$ cat src/rtl/dsp_sys_arr_pkg.sv
// Shared types and defaults for the systolic-array datapath; hosts the fifo_mc
// error-flag struct, default geometry and the occupancy-width helper.
package dsp_sys_arr_pkg;

  localparam int FIFO_MC_DEF_DEPTH = 16;
  localparam int FIFO_MC_DEF_BW    = 2;

  typedef struct packed {
    logic ovf;
    logic udf;
  } fifo_err_t;

  // Occupancy must represent 0..depth inclusive.
  function automatic int ocp_w(input int depth);
    return $clog2(depth + 1);
  endfunction

endpackage

$ cat src/rtl/fifo_mc_if.sv
// Push/pop data and status bundle of fifo_mc. The slave modport is the FIFO side;
// the master modport is the producer/consumer side.
interface fifo_mc_if
  import dsp_sys_arr_pkg::*;
#(
  parameter int WIDTH = 16,
  parameter int BW    = FIFO_MC_DEF_BW,
  parameter int DEPTH = FIFO_MC_DEF_DEPTH
);

  logic                      push;
  logic                      pop;
  logic [BW*WIDTH-1:0]       dat_in;
  logic [BW*WIDTH-1:0]       dat_out;
  logic [ocp_w(DEPTH)-1:0]   ocp;
  logic                      is_full;
  logic                      is_empty;
  logic                      almost_full;
  logic                      almost_empty;

  modport master (
    output push, pop, dat_in,
    input  dat_out, ocp, is_full, is_empty, almost_full, almost_empty
  );

  modport slave (
    input  push, pop, dat_in,
    output dat_out, ocp, is_full, is_empty, almost_full, almost_empty
  );

endinterface

$ cat src/rtl/wrap_ptr.sv
// Wrap-around index counter 0..DEPTH-1 using an explicit end compare, so any
// DEPTH >= 2 wraps correctly without a modulo.
module wrap_ptr #(
  parameter int DEPTH = 16,
  localparam int PW   = $clog2(DEPTH)
) (
  input  logic          clk,
  input  logic          RST,
  input  logic          clr,
  input  logic          inc,
  output logic [PW-1:0] ptr
);

  logic [PW-1:0] ptr_q;
  logic [PW-1:0] ptr_d;

  always_comb begin
    ptr_d = ptr_q;
    if (clr) begin
      ptr_d = '0;
    end else if (inc) begin
      ptr_d = (ptr_q == PW'(DEPTH - 1)) ? '0 : ptr_q + PW'(1);
    end
  end

  always_ff @(posedge clk) begin
    if (RST) ptr_q <= '0;
    else     ptr_q <= ptr_d;
  end

  assign ptr = ptr_q;

endmodule

$ cat src/rtl/fifo_mc.sv
// Multi-lane show-ahead FIFO with arbitrary depth, almost-full/empty thresholds,
// flush and sticky error flags. Define FIFO_MC_HWM_EN to enable the high-water mark.
module fifo_mc
  import dsp_sys_arr_pkg::*;
#(
  parameter int WIDTH     = 16,
  parameter int BW        = FIFO_MC_DEF_BW,
  parameter int DEPTH     = FIFO_MC_DEF_DEPTH,
  parameter int AF_THRESH = DEPTH - 2,
  parameter int AE_THRESH = 1,
  localparam int EW       = BW * WIDTH,
  localparam int OW       = ocp_w(DEPTH),
  localparam int PW       = $clog2(DEPTH)
) (
  input  logic          clk,
  input  logic          RST,
  input  logic          flush,
  input  logic          err_clr,
  fifo_mc_if.slave      bus,
  output logic          ovf,
  output logic          udf,
  output logic [OW-1:0] hwm
);

  if (DEPTH < 2 || AF_THRESH > DEPTH || AE_THRESH >= DEPTH) begin : g_bad_param
    $fatal(1, "fifo_mc: illegal DEPTH/AF_THRESH/AE_THRESH combination");
  end

  logic [EW-1:0] mem_q [DEPTH];
  logic [EW-1:0] mem_d [DEPTH];
  logic [OW-1:0] ocp_q, ocp_d;
  fifo_err_t     err_q, err_d;
  logic [PW-1:0] w_ptr, r_ptr;
  logic          is_full, is_empty;
  logic          pop_ok, push_ok, wr_en, rd_en;

  assign is_full  = (ocp_q == OW'(DEPTH));
  assign is_empty = (ocp_q == '0);
  assign pop_ok   = bus.pop & ~is_empty;
  assign push_ok  = bus.push & (~is_full | pop_ok);
  assign wr_en    = push_ok & ~flush;
  assign rd_en    = pop_ok & ~flush;

  wrap_ptr #(.DEPTH(DEPTH)) u_w_ptr (
    .clk (clk), .RST (RST), .clr (flush), .inc (wr_en), .ptr (w_ptr)
  );

  wrap_ptr #(.DEPTH(DEPTH)) u_r_ptr (
    .clk (clk), .RST (RST), .clr (flush), .inc (rd_en), .ptr (r_ptr)
  );

  // A popped slot is zeroed; a write to the same slot in that cycle wins.
  always_comb begin
    mem_d = mem_q;
    if (flush) begin
      for (int i = 0; i < DEPTH; i++) mem_d[i] = '0;
    end else begin
      if (rd_en) mem_d[r_ptr] = '0;
      if (wr_en) mem_d[w_ptr] = bus.dat_in;
    end
  end

  always_comb begin
    if (flush) ocp_d = '0;
    else       ocp_d = ocp_q + OW'(wr_en) - OW'(rd_en);
  end

  // Flush suppresses error detection but leaves existing flags alone.
  always_comb begin
    err_d = err_q;
    if (err_clr) err_d = '0;
    if (bus.push & is_full & ~pop_ok & ~flush) err_d.ovf = 1'b1;
    if (bus.pop & is_empty & ~flush)           err_d.udf = 1'b1;
  end

  always_ff @(posedge clk) begin
    if (RST) begin
      for (int i = 0; i < DEPTH; i++) mem_q[i] <= '0;
      ocp_q <= '0;
      err_q <= '0;
    end else begin
      mem_q <= mem_d;
      ocp_q <= ocp_d;
      err_q <= err_d;
    end
  end

`ifdef FIFO_MC_HWM_EN
  logic [OW-1:0] hwm_q, hwm_d;

  always_comb begin
    hwm_d = hwm_q;
    if (flush | err_clr)    hwm_d = '0;
    else if (ocp_d > hwm_q) hwm_d = ocp_d;
  end

  always_ff @(posedge clk) begin
    if (RST) hwm_q <= '0;
    else     hwm_q <= hwm_d;
  end

  assign hwm = hwm_q;
`else
  assign hwm = '0;
`endif

  assign bus.dat_out      = is_empty ? '0 : mem_q[r_ptr];
  assign bus.ocp          = ocp_q;
  assign bus.is_full      = is_full;
  assign bus.is_empty     = is_empty;
  assign bus.almost_full  = (ocp_q >= OW'(AF_THRESH));
  assign bus.almost_empty = (ocp_q <= OW'(AE_THRESH));
  assign ovf              = err_q.ovf;
  assign udf              = err_q.udf;

endmodule

$ cat src/flat_wrapper.sv
// flat-port wrapper written by rule: the top's interface ports become plain ports
module fifo_mc_flat import dsp_sys_arr_pkg::*;
#(
  parameter int WIDTH     = 16,
  parameter int BW        = FIFO_MC_DEF_BW,
  parameter int DEPTH     = FIFO_MC_DEF_DEPTH,
  parameter int AF_THRESH = DEPTH - 2,
  parameter int AE_THRESH = 1,
  localparam int EW       = BW * WIDTH,
  localparam int OW       = ocp_w(DEPTH),
  localparam int PW       = $clog2(DEPTH)
)
  (clk, RST, flush, err_clr, ovf, udf, hwm, bus_push, bus_pop, bus_dat_in, bus_dat_out, bus_ocp, bus_is_full, bus_is_empty, bus_almost_full, bus_almost_empty);
  fifo_mc_if #(.WIDTH(WIDTH), .BW(BW), .DEPTH(DEPTH)) bus_i ();
  input  logic clk;
  input  logic RST;
  input  logic flush;
  input  logic err_clr;
  output logic ovf;
  output logic udf;
  output logic [OW-1:0] hwm;
  input wire logic [$bits(bus_i.push)-1:0] bus_push;
  input wire logic [$bits(bus_i.pop)-1:0] bus_pop;
  input wire logic [$bits(bus_i.dat_in)-1:0] bus_dat_in;
  output wire logic [$bits(bus_i.dat_out)-1:0] bus_dat_out;
  output wire logic [$bits(bus_i.ocp)-1:0] bus_ocp;
  output wire logic [$bits(bus_i.is_full)-1:0] bus_is_full;
  output wire logic [$bits(bus_i.is_empty)-1:0] bus_is_empty;
  output wire logic [$bits(bus_i.almost_full)-1:0] bus_almost_full;
  output wire logic [$bits(bus_i.almost_empty)-1:0] bus_almost_empty;
  assign bus_i.push = bus_push;
  assign bus_i.pop = bus_pop;
  assign bus_i.dat_in = bus_dat_in;
  assign bus_dat_out = bus_i.dat_out;
  assign bus_ocp = bus_i.ocp;
  assign bus_is_full = bus_i.is_full;
  assign bus_is_empty = bus_i.is_empty;
  assign bus_almost_full = bus_i.almost_full;
  assign bus_almost_empty = bus_i.almost_empty;
  fifo_mc #(.WIDTH(WIDTH), .BW(BW), .DEPTH(DEPTH), .AF_THRESH(AF_THRESH), .AE_THRESH(AE_THRESH)) u_core (.clk(clk), .RST(RST), .flush(flush), .err_clr(err_clr), .bus(bus_i), .ovf(ovf), .udf(udf), .hwm(hwm));
endmodule
$ cat config.mk
export PLATFORM = sky130hd
export DESIGN_NAME = fifo_mc_flat
export DESIGN_NICKNAME = d
export VERILOG_FILES = /design/src/rtl/dsp_sys_arr_pkg.sv /design/src/rtl/fifo_mc_if.sv /design/src/rtl/wrap_ptr.sv /design/src/rtl/fifo_mc.sv /design/src/flat_wrapper.sv
export SDC_FILE = /design/constraint.sdc
export NUM_CORES = 1
export LEC_CHECK = 0
export BUFFER_PORTS_ARGS = -buffer_cell sky130_fd_sc_hd__buf_2
export CELL_PAD_IN_SITES_DETAIL_PLACEMENT = 0
export CELL_PAD_IN_SITES_GLOBAL_PLACEMENT = 1
export CORE_UTILIZATION = 53
export CTS_CLUSTER_SIZE = 28
export DETAILED_ROUTE_END_ITERATION = 10
export GPL_ROUTABILITY_DRIVEN = 0
export PLACE_DENSITY_LB_ADDON = 0.1
export SETUP_SLACK_MARGIN = 0.02
export SLEW_MARGIN = 20
export SYNTH_ARGS = -nofsm -noshare
export SYNTH_HDL_FRONTEND = slang
export SYNTH_HIERARCHICAL = 1
export SYNTH_SLANG_ARGS = --single-unit
$ cat constraint.sdc
create_clock -name clk -period 8.6 [get_ports clk]
set_input_delay 0 -clock clk [delete_from_list [all_inputs] [get_ports clk]]
set_output_delay 0 -clock clk [all_outputs]
set_load 0.02 [all_outputs]
== After elaboration in Yosys (flattened, before gate mapping) ==
Cells that the tools add are included.

* Flip-flop bits (word level): 527
* Input bits: 38
* Output and inout bits: 48
* Word-level logic and storage cells: 75

* $add $sub $neg: 4
* $lt $le $gt $ge: 6
* Equality and inequality tests: 3
* Multiplexer cells: 17
* Bitwise operators: 18
* Reductions and logical operators: 6

{| class="wikitable"
|+ Operators with widths
! kind !! count
|-
| $mux W512 || 3
|-
| $and A512 B512 Y512 || 1
|-
| $bwmux W512 || 1
|-
| $not A512 Y512 || 1
|-
| $demux W32 S4 || 2
|-
| $mux W32 || 5
|-
| $bmux W32 S4 || 1
|-
| $ge A5 B5 Y1 const B || 2
|-
| $lt A5 B1 Y1 const B || 2
|-
| $not A4 Y5 || 2
|-
| $and A1 B1 Y1 || 9
|-
| $add A4 B1 Y4 const B || 2
|-
| $eq A4 B4 Y1 const B || 2
|-
| $mux W4 || 2
|-
| $add A5 B1 Y5 || 1
|-
| $eq A5 B5 Y1 const B || 1
|-
| $ge A5 B4 Y1 const B || 1
|-
| $le A5 B1 Y1 const B || 1
|-
| $logic_not A5 Y1 || 1
|-
| $sub A5 B1 Y5 || 1
|-
| $not A1 Y1 || 4
|-
| $reduce_bool A2 Y1 || 2
|-
| $logic_and A1 B1 Y1 || 2
|-
| $mux W1 || 2
|-
| other kinds (3) || 3
|}

== Depth between registers and ports, before layout ==
* Depth in word-level cells: 11
* Gate-level depth with buffers: 14
* Mapped depth without buffers: 13

== By module ==
The synthesis kept the hierarchy.

{| class="wikitable"
|+ By module, submodules not included
! module !! times used !! cells an instance !! area an instance (µm²) !! seq. area each (µm²)
|-
| fifo_mc || 1 || 1917 || 20860.0 || 10390.0
|-
| wrap_ptr || 2 || 19 || 186.4 || 80.1
|}

== Worst setup path after synthesis ==
No wires, ideal clock.

* Path type: flip-flop to flip-flop
* Start: register u_core.ocp_q[2] (netlist: u_core/bus.ocp[2])
* End: register u_core.ocp_q[4] (netlist: u_core/bus.ocp[4])
* Data arrival time: 3052 ps
* Path slack: 5421 ps
* Cell stages (with the launch flop): 15
* Buffers on the path: 1
* Clock period less this slack: 3179 ps
* Cell sequence: dfxtp_1 -> inv_1 -> ha_1 -> nor4b_2 -> buf_4 -> nor3_1 -> ha_1 -> inv_1 -> ha_1 -> inv_1 -> fa_1 -> o21bai_1 -> a21oi_1 -> xnor2_1 -> nor2_1

* Elaborated cells between the ends (all ways): 11
* Those cells by class: add/sub: 2; eq/ne: 1; bitwise: 7; reduce/logical: 1

{| class="wikitable"
|+ RTL lines
! element !! line !! RTL
|-
| start: declaration || fifo_mc.sv:31 || <nowiki>logic [OW-1:0] ocp_q, ocp_d;</nowiki>
|-
| start signal: assignment || fifo_mc.sv:83 || <nowiki>ocp_q <= ocp_d;</nowiki>
|-
| $logic_not A5 Y1 || fifo_mc.sv:38 || <nowiki>assign is_empty = (ocp_q == '0);</nowiki>
|-
| net bus_is_empty || flat_wrapper.sv:28 || <nowiki>output wire logic [$bits(bus_i.is_empty)-1:0] bus_is_empty;</nowiki>
|-
| $not A1 Y1 || fifo_mc.sv:39 || <nowiki>assign pop_ok = bus.pop & ~is_empty;</nowiki>
|-
| $and A1 B1 Y1 || fifo_mc.sv:39 ||
|-
| $and A1 B1 Y1 || fifo_mc.sv:42 || <nowiki>assign rd_en = pop_ok & ~flush;</nowiki>
|-
| net u_core.rd_en || fifo_mc.sv:35 || <nowiki>logic pop_ok, push_ok, wr_en, rd_en;</nowiki>
|-
| $sub A5 B1 Y5 || fifo_mc.sv:65 || <nowiki>else ocp_d = ocp_q + OW'(wr_en) - OW'(rd_en);</nowiki>
|}

The timed path passes the listed nets, and every way through them passes these cells.
A chain may end at the register's enable or synchronous reset.

== Final worst setup path ==
* Start: register u_core.ocp_q[2] (netlist: u_core/bus.ocp[2])
* End: register u_core.ocp_q[4] (netlist: u_core/bus.ocp[4])

* Longest elaborated chain between the ends: 8
* Elaborated cells between the ends (all ways): 11
* Those cells by class: add/sub: 2; eq/ne: 1; bitwise: 7; reduce/logical: 1

{| class="wikitable"
|+ RTL lines
! element !! line !! RTL
|-
| $logic_not A5 Y1 || fifo_mc.sv:38 ||
|-
| $not A1 Y1 || fifo_mc.sv:39 ||
|-
| $and A1 B1 Y1 || fifo_mc.sv:39 ||
|-
| $or A1 B1 Y1 || fifo_mc.sv:40 || <nowiki>assign push_ok = bus.push & (~is_full | pop_ok);</nowiki>
|-
| $and A1 B1 Y1 || fifo_mc.sv:40 ||
|-
| $and A1 B1 Y1 || fifo_mc.sv:41 || <nowiki>assign wr_en = push_ok & ~flush;</nowiki>
|-
| $add A5 B1 Y5 || fifo_mc.sv:65 ||
|-
| $sub A5 B1 Y5 * || fifo_mc.sv:65 ||
|}

Every way passes the cells marked *; elsewhere a longest branch is shown, timed or not.

==> reports/summary.txt <==
Storage cell area -> 10600 um2
Slew at the pin closest to its max-slew limit -> 1.22 ns
Final Cell Area -> 24100 um2
IR Drop Worst-Case VDD -> 0.140 mV
Total internal power -> 3.94 mW
Nets -> 2014
Via count of the first global-routing pass -> 16500
Post-place instance area -> 22000 um2
Via-to-Cell Ratio -> 6.65
MaxCap Viol Count -> 0
Total power density per cell area -> 214 nW/um2
Overall die width -> 202 um
Finish-stage setup viols -> 0
Portion of the post-synthesis area used by sequential elements -> 49.7%
Final critical-path required period -> 4.00 ns
Total of buffers placed on input and output ports -> 80
IO Pins -> 86
Worst max-slew margin expressed relative to the limit -> 18.7%
Layout overhead on the synthesized area -> 13.7%
Count of clock tree sinks -> 527
Standby leakage power -> 8.33 nW
Cells after Synth -> 1955
Count of vias placed by the detailed router -> 16800
Synth warn -> 6
Bufs on Longest Clock Path -> 3
Area of the multi-input gates -> 9910 um2
Final Hold Vio Count -> 0
Number of buffers added to fix hold violations after cts -> 37
Post-layout util -> 61.8%
Post-CTS clock slew at the launch and capture registers of the worst setup and hold paths -> 0.06 ns
CP startpoint -> u_core/bus.ocp[2]$_SDFF_PP0_
First-pass GRT wire length -> 102000 um
Standard-cell row count -> 72
F_max -> 250 MHz
Initial antenna violation count -> 1
Class of the most critical hold timing path -> input port to register
Cell chosen for the clock root -> sky130_fd_sc_hd__clkbuf_16
Sequential power share -> 47.5%
Netlist area before placement -> 21200 um2
Starting Density -> 54.3%
Number of buffers added for setup after CTS -> 0
Average instance area after synthesis -> 10.9 um2
Remaining number of nets flagged by the antenna check after routing -> 0
Largest fanout on the critical path -> 11
Drt drc -> 0
Startpoint class of the critical path -> register
Period utilisation layout -> 46.5%
Htree depth -> 2
CTS resizes -> 0
Core footprint -> 39100 um2
Area of the die -> 40900 um2
Worst setup slack after placement -> 4.56 ns
Worst Skew -> 0.0250 ns
Switching pwr -> 1.24 mW
Unrepaired setup endpoints after global routing -> no
Logic gate share of total power -> 6.4%
Detailed Routing Iterations Pass 1 -> 5
Final count of pins violating max slew -> 0
Fraction of layout instances using a drive strength above 1 -> 19.4%
Die height -> 202 um
Share of async-settable or async-resettable flops after synthesis -> 0%
Total wire length -> 68100 um
Placed cell count -> 2386
Latest clock arrival within the worst-skew pair -> 0.61 ns
Drt initial violations -> 1628
Endpoint type of the worst setup path -> register
CTS Buf Count -> 53
Number of register bits inferred by synthesis -> 527
Post-DP HPWL -> 36300 um
Distinct cell type count after synthesis -> 55
CP Class -> register to register
Total negative slack -> 0 ns
Min-Delay Startpoint -> bus_pop
TritonCTS clock tree -> built
Req. time, crit path -> 9.09 ns
Remaining global-route overflow -> 0
Count of filler cells inserted in the layout -> 3257
Post-synth EDFFs -> 0
Pin count of the biggest net entering global routing -> 113
Crit Reg-Reg Startpoint -> u_core/bus.ocp[2]$_SDFF_PP0_
Worst hold slack -> 0.146 ns
Power Total -> 5.18 mW
Share of total power in the clock network -> 46.1%
Aggregate global-route resource usage -> 33.1%
Outcome -> complete, no violations
Flop-to-flop setup slack -> 4.60 ns
Arrival time worst endpoint -> 4.49 ns
Post-route setup slack -> 4.60 ns
Share of total power consumed by net switching -> 24.0%
Routed length per instance -> 27.0 um
Non-filler instance count after layout -> 2522
Main flop type after synthesis -> sky130_fd_sc_hd__dfxtp_1
[cells by family after synthesis]
| logic type | after synthesis | synth area share [%] |
|---|---|---|
| AOI/OAI and AO/OA | 619 | 21.8 |
| DFF | 527 | 49.7 |
| and+or+nand+nor | 431 | 8.66 |
| buffers and inverters | 227 | 5.05 |
| muxes | 130 | 13.7 |
| adders and majority gates | 15 | 0.919 |
| xor gates and xnor gates | 5 | 0.206 |
| other | 1 | 0.0177 |
[synth_stat cells, drive strengths merged, types with 5 or more instances]
library cell,count,area [um2]
nor3,10,50.1
a22oi,64,480
buf,115,652
o22ai,288,1830
o21ai,10,53.8
o211ai,5,57.6
a21oi,9,45.0
clkbuf,100,375
ha,14,175
nand2b,7,43.8
mux4,128,2880
nor2,15,56.3
dfxtp,527,10600
a22o,224,1960
nand2,360,1350
inv,12,45.0
nor4,6,75.1
nand3,6,30.0
[state kept, by name, indices dropped and copies added, names as in the netlist]
name	count
u_core/udf	1
u_core/u_w_ptr/ptr	4
u_core/u_r_ptr/ptr	4
u_core/bus.ocp	5
u_core/mem_q	512
u_core/ovf	1
[area by class of cell]
type                    instances  share of cell area [%]
inverters                      12                   0.187
multi-input cells            1205                    41.1
flip-flops and latches        527                    43.7
repair buffers                162                    4.95
well taps                     518                    2.68
clock buffers                  80                    6.45
clock inverters                17                   0.928
diodes                          1                  0.0104
[final timing paths]
kind,depth (start not counted),to
setup / recovery,13,u_core/bus.ocp[4]$_SDFF_PP0_
setup reg to reg,13,u_core/bus.ocp[4]$_SDFF_PP0_
hold reg to reg,2,u_core/mem_q[396]$_SDFF_PP0_
hold / removal,4,u_core/udf$_SDFFE_PP0P_
[cells in the final DEF, fill, tap and decap left out, drive strengths merged, types with 7 or more instances in the layout]
cell	netlist	layout
dfxtp	527	527
nand2	360	360
o22ai	288	288
a22o	224	224
mux4	128	128
buf	115	125
clkbuf	100	80
a22oi	64	64
dlygate4sd3	0	37
inv	12	15
nor2	15	15
ha	14	14
o21ai	10	10
nor3	10	10
a21oi	9	9
clkinv	0	8
nand2b	7	7
[routing by layer]
metal	global-route usage, %	part of all wire, %	vias to the layer above
met3	5.95	9.0	176
met4	14.2	3.9	0
li1	-	-	7456
met2	52.3	46	810
met1	44.8	41	8328
met5	0	0	-
[power by group through the flow]
stage	logic (mW)	clock network [mW]	registers, mW
floorplan	0.191	0	2.51
global placement	0.307	0	2.51
detailed placement	0.315	0	2.51
CTS	0.329	2.41	2.46
global route	0.347	2.51	2.46
finish	0.333	2.39	2.46
[critical path, stage by stage, from the launching register on]
cell                        delay, ns
sky130_fd_sc_hd__dfxtp_1         0.35
sky130_fd_sc_hd__inv_1           0.13
sky130_fd_sc_hd__ha_1            0.23
sky130_fd_sc_hd__nand4bb_1       0.76
sky130_fd_sc_hd__o21ai_2         0.93
sky130_fd_sc_hd__ha_1            0.35
sky130_fd_sc_hd__inv_1           0.06
sky130_fd_sc_hd__ha_1            0.16
sky130_fd_sc_hd__inv_1           0.06
sky130_fd_sc_hd__fa_1            0.43
sky130_fd_sc_hd__o21bai_1        0.14
sky130_fd_sc_hd__a21oi_1         0.09
sky130_fd_sc_hd__xnor2_1         0.14
sky130_fd_sc_hd__nor2_1          0.05
(Power assumes the default switching activity.)
